$ cat config.mk
export PLATFORM = sky130hd
export DESIGN_NAME = crc_stream_engine_flat
export DESIGN_NICKNAME = d
export VERILOG_FILES = /design/src/rtl/crc_stream_engine_if.sv /design/src/rtl/crc_stream_engine.sv /design/src/flat_wrapper.sv
export SDC_FILE = /design/constraint.sdc
export NUM_CORES = 1
export LEC_CHECK = 0
export CORE_MARGIN = 1
export CORE_UTILIZATION = 45
export DETAILED_ROUTE_END_ITERATION = 6
export GPL_TIMING_DRIVEN = 0
export PLACE_DENSITY = 0.71
export SYNTH_ARGS = -nofsm -noshare
export SYNTH_HDL_FRONTEND = slang
export SYNTH_SLANG_ARGS = --single-unit
export TNS_END_PERCENT = 1
$ cat constraint.sdc
create_clock -name clk_in -period 2.6 [get_ports clk_in]
set_clock_uncertainty 0.2 [all_clocks]
set_input_delay 0.52 -clock clk_in [delete_from_list [all_inputs] [get_ports clk_in]]
set_output_delay 0.52 -clock clk_in [all_outputs]
set_load 0.1 [all_outputs]
$ cat src/rtl/crc_stream_engine_if.sv
// Stream and result handshake bundle for crc_stream_engine.
//   check_mode, abort           : frame control, driven by the source
//   s_valid/s_ready/s_data/s_last : input beat handshake
//   crc_valid/crc_ready         : result handshake
//   crc_out, crc_match          : result payload
interface crc_stream_engine_if #(
   parameter int unsigned DATA_W  = 8,
   parameter int unsigned CRC_LEN = 32
);
   logic                check_mode;
   logic                abort;
   logic                s_valid;
   logic                s_ready;
   logic [DATA_W-1:0]   s_data;
   logic                s_last;
   logic                crc_valid;
   logic                crc_ready;
   logic [CRC_LEN-1:0]  crc_out;
   logic                crc_match;

   // Engine side
   modport slave (
      input  check_mode, abort, s_valid, s_data, s_last, crc_ready,
      output s_ready, crc_valid, crc_out, crc_match
   );

   // Source / consumer side
   modport master (
      output check_mode, abort, s_valid, s_data, s_last, crc_ready,
      input  s_ready, crc_valid, crc_out, crc_match
   );
endinterface

$ cat src/rtl/crc_stream_engine.sv
// Multi-bit-per-cycle CRC engine over a framed valid/ready stream.
// Generate mode returns the finished CRC; check mode also flags a good residue
// over data plus appended CRC.
//   clk_in : clock, rising edge
//   reset  : synchronous, active-high
//   bus    : crc_stream_engine_if.slave (beat input, frame control, result output)
module crc_stream_engine #(
   parameter int unsigned              CRC_LEN     = 32,
   parameter logic [CRC_LEN-1:0]       POLYNOMIAL  = CRC_LEN'(32'h04C11DB7),
   parameter int unsigned              DATA_W      = 8,
   parameter logic [CRC_LEN-1:0]       INIT        = '1,
   parameter logic [CRC_LEN-1:0]       XOR_OUT     = '1,
   parameter bit                       REFLECT_IN  = 1'b1,
   parameter bit                       REFLECT_OUT = 1'b1,
   parameter logic [CRC_LEN-1:0]       RESIDUE     = CRC_LEN'(32'hC704DD7B)
) (
   input  logic                 clk_in,
   input  logic                 reset,
   crc_stream_engine_if.slave   bus
);

   localparam int unsigned N_BYTES = DATA_W / 8;

   localparam logic [1:0] ST_IDLE = 2'd0;
   localparam logic [1:0] ST_BUSY = 2'd1;
   localparam logic [1:0] ST_DONE = 2'd2;

   logic [1:0]          r_state,     w_state_nx;
   logic [CRC_LEN-1:0]  r_crc,       w_crc_nx;
   logic [CRC_LEN-1:0]  r_crc_out,   w_crc_out_nx;
   logic                r_mode,      w_mode_nx;
   logic                r_s_ready,   w_s_ready_nx;
   logic                r_crc_valid, w_crc_valid_nx;
   logic                r_crc_match, w_crc_match_nx;
   logic [CRC_LEN-1:0]  w_crc_step;
   logic [CRC_LEN-1:0]  w_crc_final;
   logic                w_accept;
   logic                w_mode_eff;

   function automatic logic [CRC_LEN-1:0] f_bitrev(input logic [CRC_LEN-1:0] x);
      logic [CRC_LEN-1:0] r;
      r = '0;
      for (int unsigned i = 0; i < CRC_LEN; i++) r[i] = x[CRC_LEN-1-i];
      return r;
   endfunction

   // Unrolled serial Galois shift over every bit of the beat, byte 0 first
   always_comb begin
      logic [CRC_LEN-1:0] v_reg;
      logic [7:0]         v_byte;
      logic               v_fb;
      v_reg  = (r_state == ST_IDLE) ? INIT : r_crc;
      v_byte = '0;
      v_fb   = 1'b0;
      for (int unsigned b = 0; b < N_BYTES; b++) begin
         if (REFLECT_IN) v_byte = bus.s_data[8*b +: 8];
         else            v_byte = bus.s_data[DATA_W-8-8*b +: 8];
         for (int unsigned k = 0; k < 8; k++) begin
            v_fb  = v_reg[CRC_LEN-1] ^ (REFLECT_IN ? v_byte[k] : v_byte[7-k]);
            v_reg = {v_reg[CRC_LEN-2:0], 1'b0} ^ ({CRC_LEN{v_fb}} & POLYNOMIAL);
         end
      end
      w_crc_step = v_reg;
   end

   assign w_crc_final = (REFLECT_OUT ? f_bitrev(w_crc_step) : w_crc_step) ^ XOR_OUT;
   assign w_accept    = bus.s_valid & r_s_ready;
   // Mode applies from the first beat of the frame onward
   assign w_mode_eff  = (r_state == ST_IDLE) ? bus.check_mode : r_mode;

   // Next-state and next-output logic
   always_comb begin
      w_state_nx     = r_state;
      w_crc_nx       = r_crc;
      w_mode_nx      = r_mode;
      w_crc_valid_nx = r_crc_valid;
      w_crc_out_nx   = r_crc_out;
      w_crc_match_nx = r_crc_match;

      case (r_state)
         ST_IDLE, ST_BUSY: begin
            if (w_accept) begin
               w_crc_nx  = w_crc_step;
               w_mode_nx = w_mode_eff;
               if (bus.s_last) begin
                  w_state_nx     = ST_DONE;
                  w_crc_valid_nx = 1'b1;
                  w_crc_out_nx   = w_crc_final;
                  w_crc_match_nx = w_mode_eff & (w_crc_step == RESIDUE);
               end else begin
                  w_state_nx = ST_BUSY;
               end
            end
         end
         ST_DONE: begin
            if (bus.crc_ready) begin
               w_state_nx     = ST_IDLE;
               w_crc_nx       = INIT;
               w_crc_valid_nx = 1'b0;
            end
         end
         default: begin
            w_state_nx     = ST_IDLE;
            w_crc_nx       = INIT;
            w_crc_valid_nx = 1'b0;
         end
      endcase

      // Abort overrides everything, including a beat accepted this cycle
      if (bus.abort) begin
         w_state_nx     = ST_IDLE;
         w_crc_nx       = INIT;
         w_crc_valid_nx = 1'b0;
      end

      w_s_ready_nx = (w_state_nx != ST_DONE);
   end

   // State and output registers
   always_ff @(posedge clk_in) begin
      if (reset) begin
         r_state     <= ST_IDLE;
         r_crc       <= INIT;
         r_mode      <= 1'b0;
         r_s_ready   <= 1'b1;
         r_crc_valid <= 1'b0;
         r_crc_out   <= '0;
         r_crc_match <= 1'b0;
      end else begin
         r_state     <= w_state_nx;
         r_crc       <= w_crc_nx;
         r_mode      <= w_mode_nx;
         r_s_ready   <= w_s_ready_nx;
         r_crc_valid <= w_crc_valid_nx;
         r_crc_out   <= w_crc_out_nx;
         r_crc_match <= w_crc_match_nx;
      end
   end

   assign bus.s_ready   = r_s_ready;
   assign bus.crc_valid = r_crc_valid;
   assign bus.crc_out   = r_crc_out;
   assign bus.crc_match = r_crc_match;

endmodule

$ cat src/flat_wrapper.sv
// flat-port wrapper written by rule: the top's interface ports become plain ports
module crc_stream_engine_flat 
#(
   parameter int unsigned              CRC_LEN     = 32,
   parameter logic [CRC_LEN-1:0]       POLYNOMIAL  = CRC_LEN'(32'h04C11DB7),
   parameter int unsigned              DATA_W      = 8,
   parameter logic [CRC_LEN-1:0]       INIT        = '1,
   parameter logic [CRC_LEN-1:0]       XOR_OUT     = '1,
   parameter bit                       REFLECT_IN  = 1'b1,
   parameter bit                       REFLECT_OUT = 1'b1,
   parameter logic [CRC_LEN-1:0]       RESIDUE     = CRC_LEN'(32'hC704DD7B)
)
  (clk_in, reset, bus_check_mode, bus_abort, bus_s_valid, bus_s_data, bus_s_last, bus_crc_ready, bus_s_ready, bus_crc_valid, bus_crc_out, bus_crc_match);
  crc_stream_engine_if #(.DATA_W(DATA_W), .CRC_LEN(CRC_LEN)) bus_i ();
  input  logic clk_in;
  input  logic reset;
  input wire logic [$bits(bus_i.check_mode)-1:0] bus_check_mode;
  input wire logic [$bits(bus_i.abort)-1:0] bus_abort;
  input wire logic [$bits(bus_i.s_valid)-1:0] bus_s_valid;
  input wire logic [$bits(bus_i.s_data)-1:0] bus_s_data;
  input wire logic [$bits(bus_i.s_last)-1:0] bus_s_last;
  input wire logic [$bits(bus_i.crc_ready)-1:0] bus_crc_ready;
  output wire logic [$bits(bus_i.s_ready)-1:0] bus_s_ready;
  output wire logic [$bits(bus_i.crc_valid)-1:0] bus_crc_valid;
  output wire logic [$bits(bus_i.crc_out)-1:0] bus_crc_out;
  output wire logic [$bits(bus_i.crc_match)-1:0] bus_crc_match;
  assign bus_i.check_mode = bus_check_mode;
  assign bus_i.abort = bus_abort;
  assign bus_i.s_valid = bus_s_valid;
  assign bus_i.s_data = bus_s_data;
  assign bus_i.s_last = bus_s_last;
  assign bus_i.crc_ready = bus_crc_ready;
  assign bus_s_ready = bus_i.s_ready;
  assign bus_crc_valid = bus_i.crc_valid;
  assign bus_crc_out = bus_i.crc_out;
  assign bus_crc_match = bus_i.crc_match;
  crc_stream_engine #(.CRC_LEN(CRC_LEN), .POLYNOMIAL(POLYNOMIAL), .DATA_W(DATA_W), .INIT(INIT), .XOR_OUT(XOR_OUT), .REFLECT_IN(REFLECT_IN), .REFLECT_OUT(REFLECT_OUT), .RESIDUE(RESIDUE)) u_core (.clk_in(clk_in), .reset(reset), .bus(bus_i));
endmodule
Word-level counts from Yosys, hierarchy flattened
Cells that the tools add are included.
{ "classes": {"mux": 14, "reduce_logical": 7, "eq_ne": 7, "bitwise_logic": 19} }
{ "op_table": {"columns": ["cell", "n"], "rows": [
  ["$xor 32x27->32", 8],
  ["$mux 32", 3],
  ["$pmux 32 s2", 1],
  ["$eq 32x32->1 const B", 1],
  ["$not 32->32", 1],
  ["$mux 2", 4],
  ["$xor 1x1->1", 8],
  ["$ne 2x2->1 const B", 3],
  ["$reduce_and 3->1", 2],
  ["$mux 1", 4],
  ["$pmux 2 s2", 1],
  ["$reduce_and 2->1", 2],
  ["$reduce_or 2->1", 2],
  ["$and 1x1->1", 2],
  ["$eq 2x1->1 const B", 1],
  ["$eq 2x2->1 const B", 1],
  ["$logic_not 2->1", 1],
  ["$ne 2x1->1 const B", 1],
  ["$pmux 1 s2", 1]
]} }
{ "totals": {"register_bits": 70, "out_inout_bits": 35, "input_bits": 15, "word_cells": 54} }

Depth between registers and ports, before layout
{ "logic_depth": {"word_depth": 20, "depth_mapped": 11, "mapped_depth_nobuf": 10} }

Worst setup path before layout
No wires, ideal clock.
{ "synth_path": {"path_kind": "register -> register", "startpoint": "register u_core.r_s_ready, in the netlist u_core.bus.s_ready", "endpoint": "register u_core.r_crc_out[27], in the netlist u_core.bus.crc_out[27]", "t_required_ps": 2314, "slack_ps": -242, "period_less_slack_ps": 2842, "arrival_time_ps": 2556, "n_path_buf": 2, "setup_time_ps": 86, "path_stages_with_launch": 8, "cell_sequence": "dfxtp_1 -> nand2_1 -> nor2_1 -> and2_1 -> clkbuf_1 -> clkbuf_1 -> nor2_1 -> a211oi_1"} }
{ "synth_via": {"elab_chain_len": 2} }
{ "synth_rtl": {"columns": ["item", "line", "rtl"], "rows": [
  ["from (decl)", "crc_stream_engine.sv:32", "logic r_s_ready, w_s_ready_nx;"],
  ["from (signal assigned)", "crc_stream_engine.sv:133", "r_s_ready <= w_s_ready_nx;"],
  ["$and 1x1->1", "crc_stream_engine.sv:67", "assign w_accept = bus.s_valid & r_s_ready;"],
  ["$reduce_and 3->1 (no line)", null, null],
  ["to (signal assigned)", "crc_stream_engine.sv:135", "r_crc_out <= w_crc_out_nx;"],
  ["to (decl)", "crc_stream_engine.sv:30", "logic [CRC_LEN-1:0] r_crc_out, w_crc_out_nx;"]
]} }
No other way between the ends.
A chain may end at the register's enable or synchronous reset.

Worst setup path after layout
{ "layout_path": {"startpoint": "register u_core.r_state[1]", "endpoint": "register u_core.r_crc_match, in the netlist u_core.bus.crc_match"} }
{ "layout_via": {"elab_chain_len": 14, "elab_cells_between_ends": 24, "cone_classes": "eq/ne (2); mux (2); bitwise (17); reduce/logical (3)"} }
{ "layout_rtl": {"columns": ["item", "line", "rtl"], "rows": [
  ["from (decl)", "crc_stream_engine.sv:28", "logic [1:0] r_state, w_state_nx;"],
  ["from (signal assigned)", "crc_stream_engine.sv:130", "r_state <= w_state_nx;"],
  ["$logic_not 2->1", "crc_stream_engine.sv:52, crc_stream_engine.sv:69, crc_stream_engine.sv:80", null],
  ["$mux 32", "crc_stream_engine.sv:52", "v_reg = (r_state == ST_IDLE) ? INIT : r_crc;"],
  ["$xor 32x27->32 or $xor 1x1->1 (tied branches)", "crc_stream_engine.sv:60, crc_stream_engine.sv:59", null],
  ["$xor 1x1->1 or $xor 32x27->32 (tied branches)", "crc_stream_engine.sv:59, crc_stream_engine.sv:60", null],
  ["$xor 32x27->32 (5 in a row)", "crc_stream_engine.sv:60", "v_reg = {v_reg[CRC_LEN-2:0], 1'b0} ^ ({CRC_LEN{v_fb}} & POLYNOMIAL);"],
  ["$xor 32x27->32 or $xor 1x1->1 (tied branches)", "crc_stream_engine.sv:60, crc_stream_engine.sv:59", null],
  ["$xor 1x1->1 or $xor 32x27->32 (tied branches)", "crc_stream_engine.sv:59, crc_stream_engine.sv:60", null],
  ["$xor 32x27->32", "crc_stream_engine.sv:60", null],
  ["$eq 32x32->1", "crc_stream_engine.sv:89", "w_crc_match_nx = w_mode_eff & (w_crc_step == RESIDUE);"],
  ["$and 1x1->1", "crc_stream_engine.sv:89", null],
  ["to (signal assigned)", "crc_stream_engine.sv:136", "r_crc_match <= w_crc_match_nx;"],
  ["to (decl)", "crc_stream_engine.sv:34", "logic r_crc_match, w_crc_match_nx;"]
]} }
Several ways; a longest one is shown, not always the timed one.

==> impl_metrics.py <==
metrics = {
    "synth": {
        "distinct_cell_type_count_of_the_synthesized_netlist": 49,
        "synth.yosys.warnings": 0,
        "synth_flop_cell": "sky130_fd_sc_hd__dfxtp_1",
        "synth-async-reset-ratio": 0,
        "synth_enable_flop_cells": 0,
        "average_cell_area_after_synthesis_sq_um": 8.33,
        "yosys.area.top_type_share": 0.367,
        "netlist_instances": 458,
        "syn-cell-area_sq_um": 3810,
        "synth_top_cells_by_area": "sky130_fd_sc_hd__dfxtp_1 37%, sky130_fd_sc_hd__xnor2_1 16%, sky130_fd_sc_hd__nor2_1 6.9%, sky130_fd_sc_hd__nand2_1 6.4%, sky130_fd_sc_hd__o22ai_1 3.4%",
        "synth_sequential_area_ratio": 0.367,
        "synth_seq_cells": 70,
        "synth.net_count": 474,
        "synth_top_cell_by_area": "sky130_fd_sc_hd__dfxtp_1",
        "synth_commonest_cells": "70 x sky130_fd_sc_hd__dfxtp_1, 70 x sky130_fd_sc_hd__nor2_1, 68 x sky130_fd_sc_hd__xnor2_1",
    },
    "critical_path": {
        "worst-r2r-setup-slack_ns": -0.20,
        "crit_arrival_ns": 2.89,
        "reg2reg_to": "u_core.bus.crc_match",
        "r2r_start": "u_core.r_state[1]",
        "reg2regPathDepth": 10,
        "worst-path-max-fanout": 5,
        "start_kind": "register",
        "setup.worst_path.class": "register to register",
        "cp.required_ns": 2.69,
        "timing.critical_path.to_type": "register",
    },
    "routing": {
        "drt_iter0_drc": 267,
        "wirelength_mm": 11.5,
        "route.vias.total": 3562,
        "post-route-drc-count": 0,
        "wl_per_cell_um": 17.6,
        "ant_nets": 0,
        "routed_via_density": 5.45,
        "drt-pass1-iter-count": 7,
    },
    "clock_tree": {
        "cts_root_buf": "sky130_fd_sc_hd__clkbuf_8",
        "cts_tree": "built",
        "cts_hold_repair.buffers": 0,
        "clk_latency_ns": 0.35,
        "cts_made_buffers": 9,
        "clkSinkCount": 70,
        "max-clock-path-buffers": 2,
        "htree_num_levels": 3,
        "clkSlewWorstSetupHoldPaths_ns": 0.08,
    },
    "placement": {
        "post-place-cells": 608,
        "hpwl_mm": 8.05,
        "dpl_worst_slack_ns": -0.993,
        "gp_congestion": 0.935,
        "dpl-instance-area_sq_um": 4400,
        "io_buffer_count": 45,
    },
    "sta": {
        "period_share": 1.08,
        "worstMarginPinSlew_ns": 0.973,
        "setup-violations-final": 2,
        "setup_repair_after_global_routing_missed_its_margin": "yes",
        "timing.fmax_ghz": 0.357,
        "final_hold_vios": 0,
        "slew_violations": 0,
        "setup_slack_ns": -0.200,
        "timing.final.crit_period_ns": 2.80,
        "max_slew_margin": 0.349,
    },
    "layout": {
        "final.fill_count": 723,
        "drive_gt1_frac": 0.197,
        "final_nets": 559,
        "register_area_sq_um": 1410,
        "num_antenna_cells": 0,
        "combined_area_of_the_multi_input_logic_cells_sq_um": 2440,
        "area_growth_synth_to_finish_pct": 33.3,
        "stdcell_count": 653,
        "final_cell_area_sq_um": 5080,
    },
    "global_routing": {
        "gr-total-overflow": 0,
        "gr-usage-all-layers": 0.270,
        "first_global_vias": 3263,
        "grt_start_max_net_pins": 14,
        "grt_first_pass_wirelength_mm": 17.4,
        "number_of_antenna_violations_at_the_first_check_in_global_routing": 0,
    },
    "worst_hold_path": {
        "worstHoldPathCells": 2,
        "hold_path_class": "register to register",
        "hold_path_startpoint": "u_core.bus.crc_out[14]",
        "holdPathEnd": "u_core.bus.crc_out[14]",
    },
    "die": {
        "die_h_um": 94.1,
        "rows": 33,
        "initial_utilization": 0.464,
        "die_width_um": 94.1,
        "die_area_sq_um": 8850,
        "core-area_sq_um": 8220,
        "io_pins": 50,
    },
    "outcome": {
        "failing_checks": "setup timing",
        "status": "finished, violations left",
    },
    "run": {
        "cap_violations": 0,
    },
    "power": {
        "power.density_nw_per_um2": 677,
        "power_leakage_uw": 0.00194,
        "max-vdd-ir-drop_v": 0.000346,
    },
}
==> stage by stage <==
stage,power [uW],TNS (ns),utilization,hold WS [ns]
after global routing,3570,-0.766,0.619,0.278
after global placement,2360,-29.59,0.535,0.248
after floorplan,2080,-0.0921,-,0.253
after detailed placement,2360,-30.55,0.535,0.252
final,3440,-0.267,0.619,0.258
after CTS,3330,-0.643,0.583,0.263
==> flip-flops by register name, indices dropped and copies added, names as in the netlist <==
| register | cells |
|---|---|
| u_core.bus.crc_match | 1 |
| u_core.bus.crc_out | 32 |
| u_core.bus.crc_valid | 1 |
| u_core.bus.s_ready | 1 |
| u_core.r_crc | 32 |
| u_core.r_mode | 1 |
| u_core.r_state | 2 |
==> cells in the final DEF (no fill, tap or decap), drive strengths merged, types with 4 or more instances in the layout <==
cell / Yosys / routed
a211oi: 13 / 13
a21oi: 22 / 22
buf: 17 / 44
clkbuf: 17 / 30
clkdlybuf4s50: 0 / 37
dfxtp: 70 / 70
mux2i: 5 / 5
nand2: 65 / 65
nand3: 5 / 5
nor2: 72 / 72
nor3: 7 / 7
o21ai: 13 / 13
o22ai: 21 / 21
or2: 4 / 4
xnor2: 73 / 73
xor2: 18 / 18
==> layer usage <==
layer,vias up,share of wire,track usage
met5,-,0,0
met4,0,0.047,0.146
met3,47,0.075,0.0591
met2,168,0.45,0.423
met1,1662,0.43,0.344
li1,1685,-,-
==> area by class of cell <==
cell class / instances / share of cell area
inverter: 2 / 0.00148
buffer: 34 / 0.0379
clock buffer: 10 / 0.0271
tap: 105 / 0.0258
sequential: 70 / 0.277
multi-input combinational: 352 / 0.480
clock inverter: 6 / 0.0135
timing repair buffer: 74 / 0.137
==> repair_timing <==
item,CTS,global route
pin swaps,10,16
endpoints found under the setup margin,41,54
buffers inserted,11,18
gates resized for setup,25,41
==> cell families (layout without fill, tap and decap cells) <==
family	count (synthesis)	after routing	synth area share
xor+xnor	95	95	0.249
buf+inv	36	126	0.0433
flops	70	70	0.367
simple gates	173	173	0.197
compound gates	78	78	0.127
mux	5	5	0.0131
fa+ha+maj	1	1	0.00328
==> worst max path at each step <==
| stage | startpoint | end | slack, ns | cells past startpoint |
|---|---|---|---|---|
| 4_1_cts | u_core.r_state[1] | u_core.bus.crc_match | -0.13 | 11 |
| 3_3_place_gp | bus_s_data[1] | u_core.bus.crc_match | -0.99 | 10 |
| 3_5_place_dp | bus_s_data[1] | u_core.bus.crc_match | -0.99 | 10 |
| 6_report | u_core.r_state[1] | u_core.bus.crc_match | -0.20 | 10 |
| 5_1_grt | u_core.r_state[1] | u_core.bus.crc_match | -0.28 | 10 |
| 2_1_floorplan | bus_s_data[0] | u_core.bus.crc_match | -0.09 | 8 |
==> critical path, stage by stage (launching register included) <==
cell and delay, ns:
sky130_fd_sc_hd__dfxtp_2 0.33, sky130_fd_sc_hd__buf_6 0.12, sky130_fd_sc_hd__nor2_4 0.20, sky130_fd_sc_hd__buf_8 0.15, sky130_fd_sc_hd__nor2_1 0.05, sky130_fd_sc_hd__xnor2_1 0.24
sky130_fd_sc_hd__nand4b_1 0.24, sky130_fd_sc_hd__or4_4 0.56, sky130_fd_sc_hd__nor4_4 0.29, sky130_fd_sc_hd__o2111ai_2 0.19, sky130_fd_sc_hd__o21ai_1 0.15
==> report_power, final <==
group | switching [uW] | internal (uW) | leakage (uW)
clock network | 455 | 474 | 0.000103
logic | 844 | 476 | 0.00127
registers | 46.7 | 1140 | 0.000573
(Power assumes the default switching activity.)
